--- src/rtl/exu_div_cl_ctl_pkg.sv ---
// Shared types and constants for the constant-latency EXU divider.
package exu_div_cl_ctl_pkg;

    localparam int unsigned DIV_CL_WIDTH   = 32;
    localparam int unsigned DIV_CL_LATENCY = 36;

    typedef struct packed {
        logic valid;
        logic unsign;
        logic rem;
    } div_pkt_t;

    typedef enum logic [2:0] {
        IDLE,
        CALC,
        FIX,
        PAD,
        DONE
    } div_cl_state_t;

endpackage

--- src/rtl/exu_div_cl_core.sv ---
// Unsigned restoring shift/subtract divider, one quotient bit per cycle.
module exu_div_cl_core #(
    parameter int unsigned WIDTH = 32
) (
    input  logic             clk,
    input  logic             rst,
    input  logic             start,
    input  logic [WIDTH-1:0] a,
    input  logic [WIDTH-1:0] b,
    output logic [WIDTH-1:0] q,
    output logic [WIDTH-1:0] r,
    output logic             done
);

    localparam int unsigned SW = $clog2(WIDTH + 1);

    logic [WIDTH-1:0] quo_q;
    logic [WIDTH-1:0] rem_q;
    logic [WIDTH-1:0] b_q;
    logic [SW-1:0]    step_q;
    logic [WIDTH:0]   rem_sh;
    logic [WIDTH:0]   diff;

    // Borrow in bit WIDTH means the trial subtraction must be discarded.
    assign rem_sh = {rem_q, quo_q[WIDTH-1]};
    assign diff   = rem_sh - {1'b0, b_q};

    always_ff @(posedge clk) begin
        if (rst) begin
            quo_q  <= '0;
            rem_q  <= '0;
            b_q    <= '0;
            step_q <= '0;
            done   <= 1'b0;
        end else if (start) begin
            quo_q  <= a;
            rem_q  <= '0;
            b_q    <= b;
            step_q <= SW'(WIDTH);
            done   <= 1'b0;
        end else if (step_q != '0) begin
            rem_q  <= diff[WIDTH] ? rem_sh[WIDTH-1:0] : diff[WIDTH-1:0];
            quo_q  <= {quo_q[WIDTH-2:0], ~diff[WIDTH]};
            step_q <= step_q - SW'(1);
            done   <= (step_q == SW'(1));
        end else begin
            done   <= 1'b0;
        end
    end

    assign q = quo_q;
    assign r = rem_q;

endmodule

--- src/rtl/exu_div_cl_ctl.sv ---
// EXU integer divider with run-time selectable constant or native latency.
module exu_div_cl_ctl
    import exu_div_cl_ctl_pkg::*;
#(
    parameter int unsigned WIDTH   = DIV_CL_WIDTH,
    parameter int unsigned LATENCY = DIV_CL_LATENCY
) (
    input  logic             clk,
    input  logic             rst,
    input  logic             const_lat_en,
    input  logic [WIDTH-1:0] dividend,
    input  logic [WIDTH-1:0] divisor,
    input  div_pkt_t         dp,
    input  logic             flush_lower,
    output logic             valid_ff_e1,
    output logic             div_stall,
    output logic             finish,
    output logic [WIDTH-1:0] out
);

    localparam int unsigned CNT_W = $clog2(LATENCY + 1);
    localparam logic [CNT_W-1:0] CNT_MAX  = '1;
    localparam logic [CNT_W-1:0] CNT_LAST = CNT_W'(LATENCY - 1);
    localparam logic [CNT_W-1:0] CNT_CALC = CNT_W'(WIDTH);
    localparam logic [WIDTH-1:0] MIN_INT  = {1'b1, {(WIDTH-1){1'b0}}};

    if (LATENCY < WIDTH + 2) begin : g_lat_chk
        $error("exu_div_cl_ctl: LATENCY must be at least WIDTH+2");
    end

    div_cl_state_t    state_q, state_nx;
    logic [CNT_W-1:0] cnt_q;
    logic [WIDTH-1:0] dvd_q, dvs_q, res_q, out_q;
    logic             unsign_q, rem_sel_q, const_q, neg_q_q, neg_r_q;
    logic             accept, special_c, div0_c, ovf_c;
    logic [WIDTH-1:0] mag_a, mag_b;
    logic [WIDTH-1:0] core_q, core_r, fix_q, fix_r;
    logic             core_done;

    assign mag_a = (~dp.unsign & dividend[WIDTH-1]) ? -dividend : dividend;
    assign mag_b = (~dp.unsign & divisor[WIDTH-1])  ? -divisor  : divisor;

    // Special operands are only resolved in the first busy cycle.
    assign div0_c    = (dvs_q == '0);
    assign ovf_c     = ~unsign_q & (dvd_q == MIN_INT) & (dvs_q == '1);
    assign special_c = (state_q == CALC) & (cnt_q == CNT_W'(1)) & (div0_c | ovf_c);

    assign fix_q = neg_q_q ? -core_q : core_q;
    assign fix_r = neg_r_q ? -core_r : core_r;

    exu_div_cl_core #(.WIDTH(WIDTH)) u_core (
        .clk   (clk),
        .rst   (rst),
        .start (accept),
        .a     (mag_a),
        .b     (mag_b),
        .q     (core_q),
        .r     (core_r),
        .done  (core_done)
    );

    always_ff @(posedge clk) begin
        if (rst) state_q <= IDLE;
        else     state_q <= state_nx;
    end

    always_comb begin
        state_nx = state_q;
        unique case (state_q)
            IDLE: if (accept) state_nx = CALC;
            CALC: begin
                if (special_c)
                    state_nx = (const_q && cnt_q != CNT_LAST) ? PAD : DONE;
                else if (cnt_q == CNT_CALC)
                    state_nx = FIX;
            end
            FIX:  state_nx = (const_q && cnt_q != CNT_LAST) ? PAD : DONE;
            PAD:  if (cnt_q == CNT_LAST) state_nx = DONE;
            DONE: state_nx = IDLE;
            default: state_nx = IDLE;
        endcase
        if (flush_lower && state_q != IDLE) state_nx = IDLE;
    end

    // A flushed finish cycle must leave the visible result untouched.
    always_comb begin
        accept    = dp.valid & ~flush_lower & (state_q == IDLE);
        div_stall = (state_q != IDLE);
        finish    = (state_q == DONE) & ~flush_lower;
        out       = finish ? res_q : out_q;
    end

    always_ff @(posedge clk) begin
        if (rst) begin
            cnt_q       <= '0;
            valid_ff_e1 <= 1'b0;
            dvd_q       <= '0;
            dvs_q       <= '0;
            unsign_q    <= 1'b0;
            rem_sel_q   <= 1'b0;
            const_q     <= 1'b0;
            neg_q_q     <= 1'b0;
            neg_r_q     <= 1'b0;
            res_q       <= '0;
            out_q       <= '0;
        end else begin
            valid_ff_e1 <= dp.valid & ~flush_lower;
            if (state_nx == IDLE)     cnt_q <= '0;
            else if (cnt_q != CNT_MAX) cnt_q <= cnt_q + CNT_W'(1);
            if (accept) begin
                dvd_q     <= dividend;
                dvs_q     <= divisor;
                unsign_q  <= dp.unsign;
                rem_sel_q <= dp.rem;
                const_q   <= const_lat_en;
                neg_q_q   <= ~dp.unsign & (dividend[WIDTH-1] ^ divisor[WIDTH-1]);
                neg_r_q   <= ~dp.unsign & dividend[WIDTH-1];
            end
            if (special_c) begin
                if (div0_c) res_q <= rem_sel_q ? dvd_q : '1;
                else        res_q <= rem_sel_q ? '0 : MIN_INT;
            end else if (state_q == FIX && core_done) begin
                res_q <= rem_sel_q ? fix_r : fix_q;
            end
            if (finish) out_q <= res_q;
        end
    end

endmodule

--- config.mk ---
export PLATFORM = sky130hd
export DESIGN_NAME = exu_div_cl_ctl
export DESIGN_NICKNAME = d
export VERILOG_FILES = /design/src/rtl/exu_div_cl_ctl_pkg.sv /design/src/rtl/exu_div_cl_core.sv /design/src/rtl/exu_div_cl_ctl.sv
export SDC_FILE = /design/constraint.sdc
export NUM_CORES = 1
export LEC_CHECK = 0
export CAP_MARGIN = 25
export CORE_ASPECT_RATIO = 0.7
export CORE_MARGIN = 4
export CORE_UTILIZATION = 48
export DETAILED_ROUTE_END_ITERATION = 7
export DONT_BUFFER_PORTS = 1
export GPL_TIMING_DRIVEN = 1
export RECOVER_POWER = 100
export SETUP_SLACK_MARGIN = 0.3
export SLEW_MARGIN = 10
export SYNTH_ARGS = -nofsm -noshare
export SYNTH_HDL_FRONTEND = slang
export SYNTH_SLANG_ARGS = --single-unit
--- constraint.sdc ---
create_clock -name clk -period 8.15 [get_ports clk]
set_input_delay 2.0375 -clock clk [delete_from_list [all_inputs] [get_ports clk]]
set_output_delay 2.0375 -clock clk [all_outputs]
set_load 0.01 [all_outputs]
==> impl_metrics.json <==
{
  "outcome": "complete, but fails checks",
  "violations": "capacitance limit, slew limit",
  "slowest_stage": "clkbuf_1",
  "start_kind": "input pin",
  "mostFrequentLayoutCells": "298 x nand2_1, 245 x dfxtp_1, 217 x a21oi_1, 173 x nor2_1, 101 x o21ai_0",
  "synth.yosys.seq_area_share_pct": 34.52,
  "fin_nets": 1903,
  "vdd_ir_drop_max_v": 0.0002108,
  "cp_data_required_time_ns": 6.11,
  "r2r-end": "u_core.r[0]",
  "synth_top_area_share_pct": 34.52,
  "synth-adder-area-share_pct": 3.751,
  "cp_num_buf_inv": 1,
  "grt_use_total_pct": 26.36,
  "pin_count": 106,
  "yosysWarnings": 0,
  "synth-edff-count": 0,
  "hp-start": "u_core.b_q[21]",
  "port_buffers": 0,
  "crit_type": "in2out",
  "worst-r2r-cell-count": 12,
  "post-route-util_pct": 52.54,
  "rows": 52,
  "critical_path.top_delay_family": "buffers and inverters",
  "rsz0062_at_grt": "no",
  "synth_top_area_cell": "dfxtp_1",
  "cts_sinks": 245,
  "timing.final.crit_share_pct": 76.41,
  "r2r-start": "u_core.r[0]",
  "slew_headroom_pct": -170.2,
  "tns_ns": 0,
  "grt_pass1_vias": 11490,
  "grt_max_degree": 203,
  "cts-root-buf": "clkbuf_16",
  "ys.flop_type": "dfxtp_1",
  "fp.dieW_um": 213.6,
  "via_count": 13160,
  "synth.area.top_cells": "dfxtp_1 35%, nand2_1 7.9%, a21oi_1 7.6%",
  "hold_violations": 0,
  "whs_ns": 0.4535,
  "viasPerCell": 6.013,
  "cts_resized": 0,
  "fin_area_um2": 15250,
  "synthArstFlopShare_pct": 0,
  "worstPathArrival_ns": 4.19,
  "worst_pin_slew_ns": 4.053,
  "drv_slew": 260,
  "max_freq_mhz": 160.6,
  "total_power_mw": 4.766,
  "hold_depth": 2,
  "post_dp_cell_area_um2": 14410,
  "antenna_found_initial": 0,
  "grt_pass1_wl_um": 68450,
  "cts_tree": "done",
  "ant_nets": 0,
  "first_pass_iters": 8,
  "n_antenna_cell": 0,
  "synth_area_um2": 14210,
  "drv_cap": 5,
  "syn-num-nets": 1968,
  "synthCells": 1855,
  "post_cts_buffers": 0,
  "finalWirelength_um": 44530,
  "clk_latency_ns": 0.55,
  "p_per_area_nw_per_um2": 312.6,
  "r2r_slack_ns": 2.55,
  "finalSetupViolCount": 0,
  "die_h_um": 151.9,
  "worst_setup_path_end_kind": "primary output",
  "initial_utilization_pct": 48.97,
  "overflow": 0,
  "synth.avg_cell_area_um2": 7.660,
  "p_leak_nw": 5.568,
  "drtIter0Drc": 1326,
  "yosysUniqueCellTypes": 69,
  "cts_inserted_buffers": 27,
  "core_um2": 29020,
  "finalCriticalPeriod_ns": 6.228,
  "cp-startpoint": "flush_lower",
  "final_common_cell": "nand2_1",
  "synth_compound_area_share_pct": 22.96,
  "syn2layout_area_growth_pct": 7.309,
  "synthXorXnorAreaFrac_pct": 9.308,
  "synthSimpleGateAreaFrac_pct": 22.00,
  "htree_levels": 1,
  "hold_buffers": 0,
  "dieArea_um2": 32460,
  "synth_mux_area_share_pct": 2.959,
  "hpwl_um": 33190,
  "post-route-drc-count": 0,
  "clockBufferDepth": 3,
  "synth-seq-cells": 245,
  "globalplace.congestion": 0.9011,
  "path_max_fanout": 33,
  "synth_top_family_by_area": "compound AO/OA/AOI/OAI gates",
  "hold_class": "reg2reg",
  "routedWlPerCell_um": 20.34,
  "drive_gt1_share_pct": 3.920,
  "hold_end": "u_core.b_q[21]",
  "cpPeakStageDelay_ns": 1.37,
  "finalClockSkew_ns": 0.01996,
  "path_clk_slew_ns": 0.06,
  "crit_chain": "nor4b_1 -> clkbuf_1 -> mux2_1"
}
report_power, final:
group	total [mW]	internal, mW	switching (mW)
clock	1.22	0.704	0.521
combinational	2.01	0.768	1.24
sequential	1.53	1.33	0.201
cell type report:
type | count | area, um2
fill | 2847 | 13770
tap | 378 | 473.0
sequential | 245 | 4905
timing repair buffer | 16 | 105.1
multi-input combinational | 1440 | 8650
clock inverter | 17 | 161.4
inverter | 60 | 225.2
clock buffer | 33 | 728.2
metal layers:
metal / up-vias / share of wire, % / global-route usage (%)
li1: 6443 / - / -
met1: 6209 / 52 / 44.60
met2: 480 / 37 / 33.42
met3: 31 / 9.8 / 6.451
met4: 0 / 1.1 / 3.442
met5: - / 0 / 0
metrics by stage:
step / cells / worst slack, ns
floorplan: 1855 / 2.525
global placement: 2137 / 2.976
detailed placement: 2138 / 2.949
CTS: 2188 / 2.949
global route: 2189 / 1.487
finish: 2189 / 1.922
tightest hold or removal path: stages, from the launching register on:
cell     delay [ns]
dfxtp_1        0.31
nand2_1        0.05
a21oi_1        0.05
state kept, by name, indices dropped and copies added (netlist names), 3 cells and up:
register and cells:
cnt_q 6, u_core.r 32, out_q 32, res_q 32
dvd_q 32, u_core.b_q 32, state_q 3, u_core.q 32
dvs_q 31, u_core.step_q 6
cells in the mapped netlist, types with 15 or more instances:
| master | count |
|---|---|
| a21oi_1 | 217 |
| a211oi_1 | 40 |
| ha_1 | 41 |
| clkbuf_1 | 102 |
| a311oi_1 | 34 |
| mux2_2 | 32 |
| xnor2_1 | 82 |
| nor2_1 | 175 |
| o41ai_1 | 15 |
| xor2_1 | 69 |
| or3_1 | 16 |
| dfxtp_1 | 245 |
| o31ai_1 | 30 |
| nor4_1 | 29 |
| inv_1 | 59 |
| nand3_1 | 16 |
| nor3_1 | 32 |
| nor2b_1 | 39 |
| nand2_1 | 299 |
| o21ai_0 | 101 |
kinds of logic (layout without fill, tap and decap cells):
| family | count (synthesis) | count (layout) |
|---|---|---|
| AOI/OAI and AO/OA | 523 | 523 |
| xor gates and xnor gates | 151 | 151 |
| adders and majority gates | 42 | 42 |
| buffers and inverters | 170 | 126 |
| DFF | 245 | 245 |
| muxes | 38 | 38 |
| and+or+nand+nor | 686 | 686 |
how the worst max path moves through the flow:
stage | slack [ns] | cells past startpoint | endpoint
floorplan | 2.52 | 3 | out[22]
global placement | 2.98 | 3 | out[10]
detailed placement | 2.95 | 3 | out[20]
CTS | 2.95 | 3 | out[8]
global route | 1.49 | 6 | u_core.r[29]
finish | 1.92 | 3 | out[23]
Power figures use the tool's default switching activity.
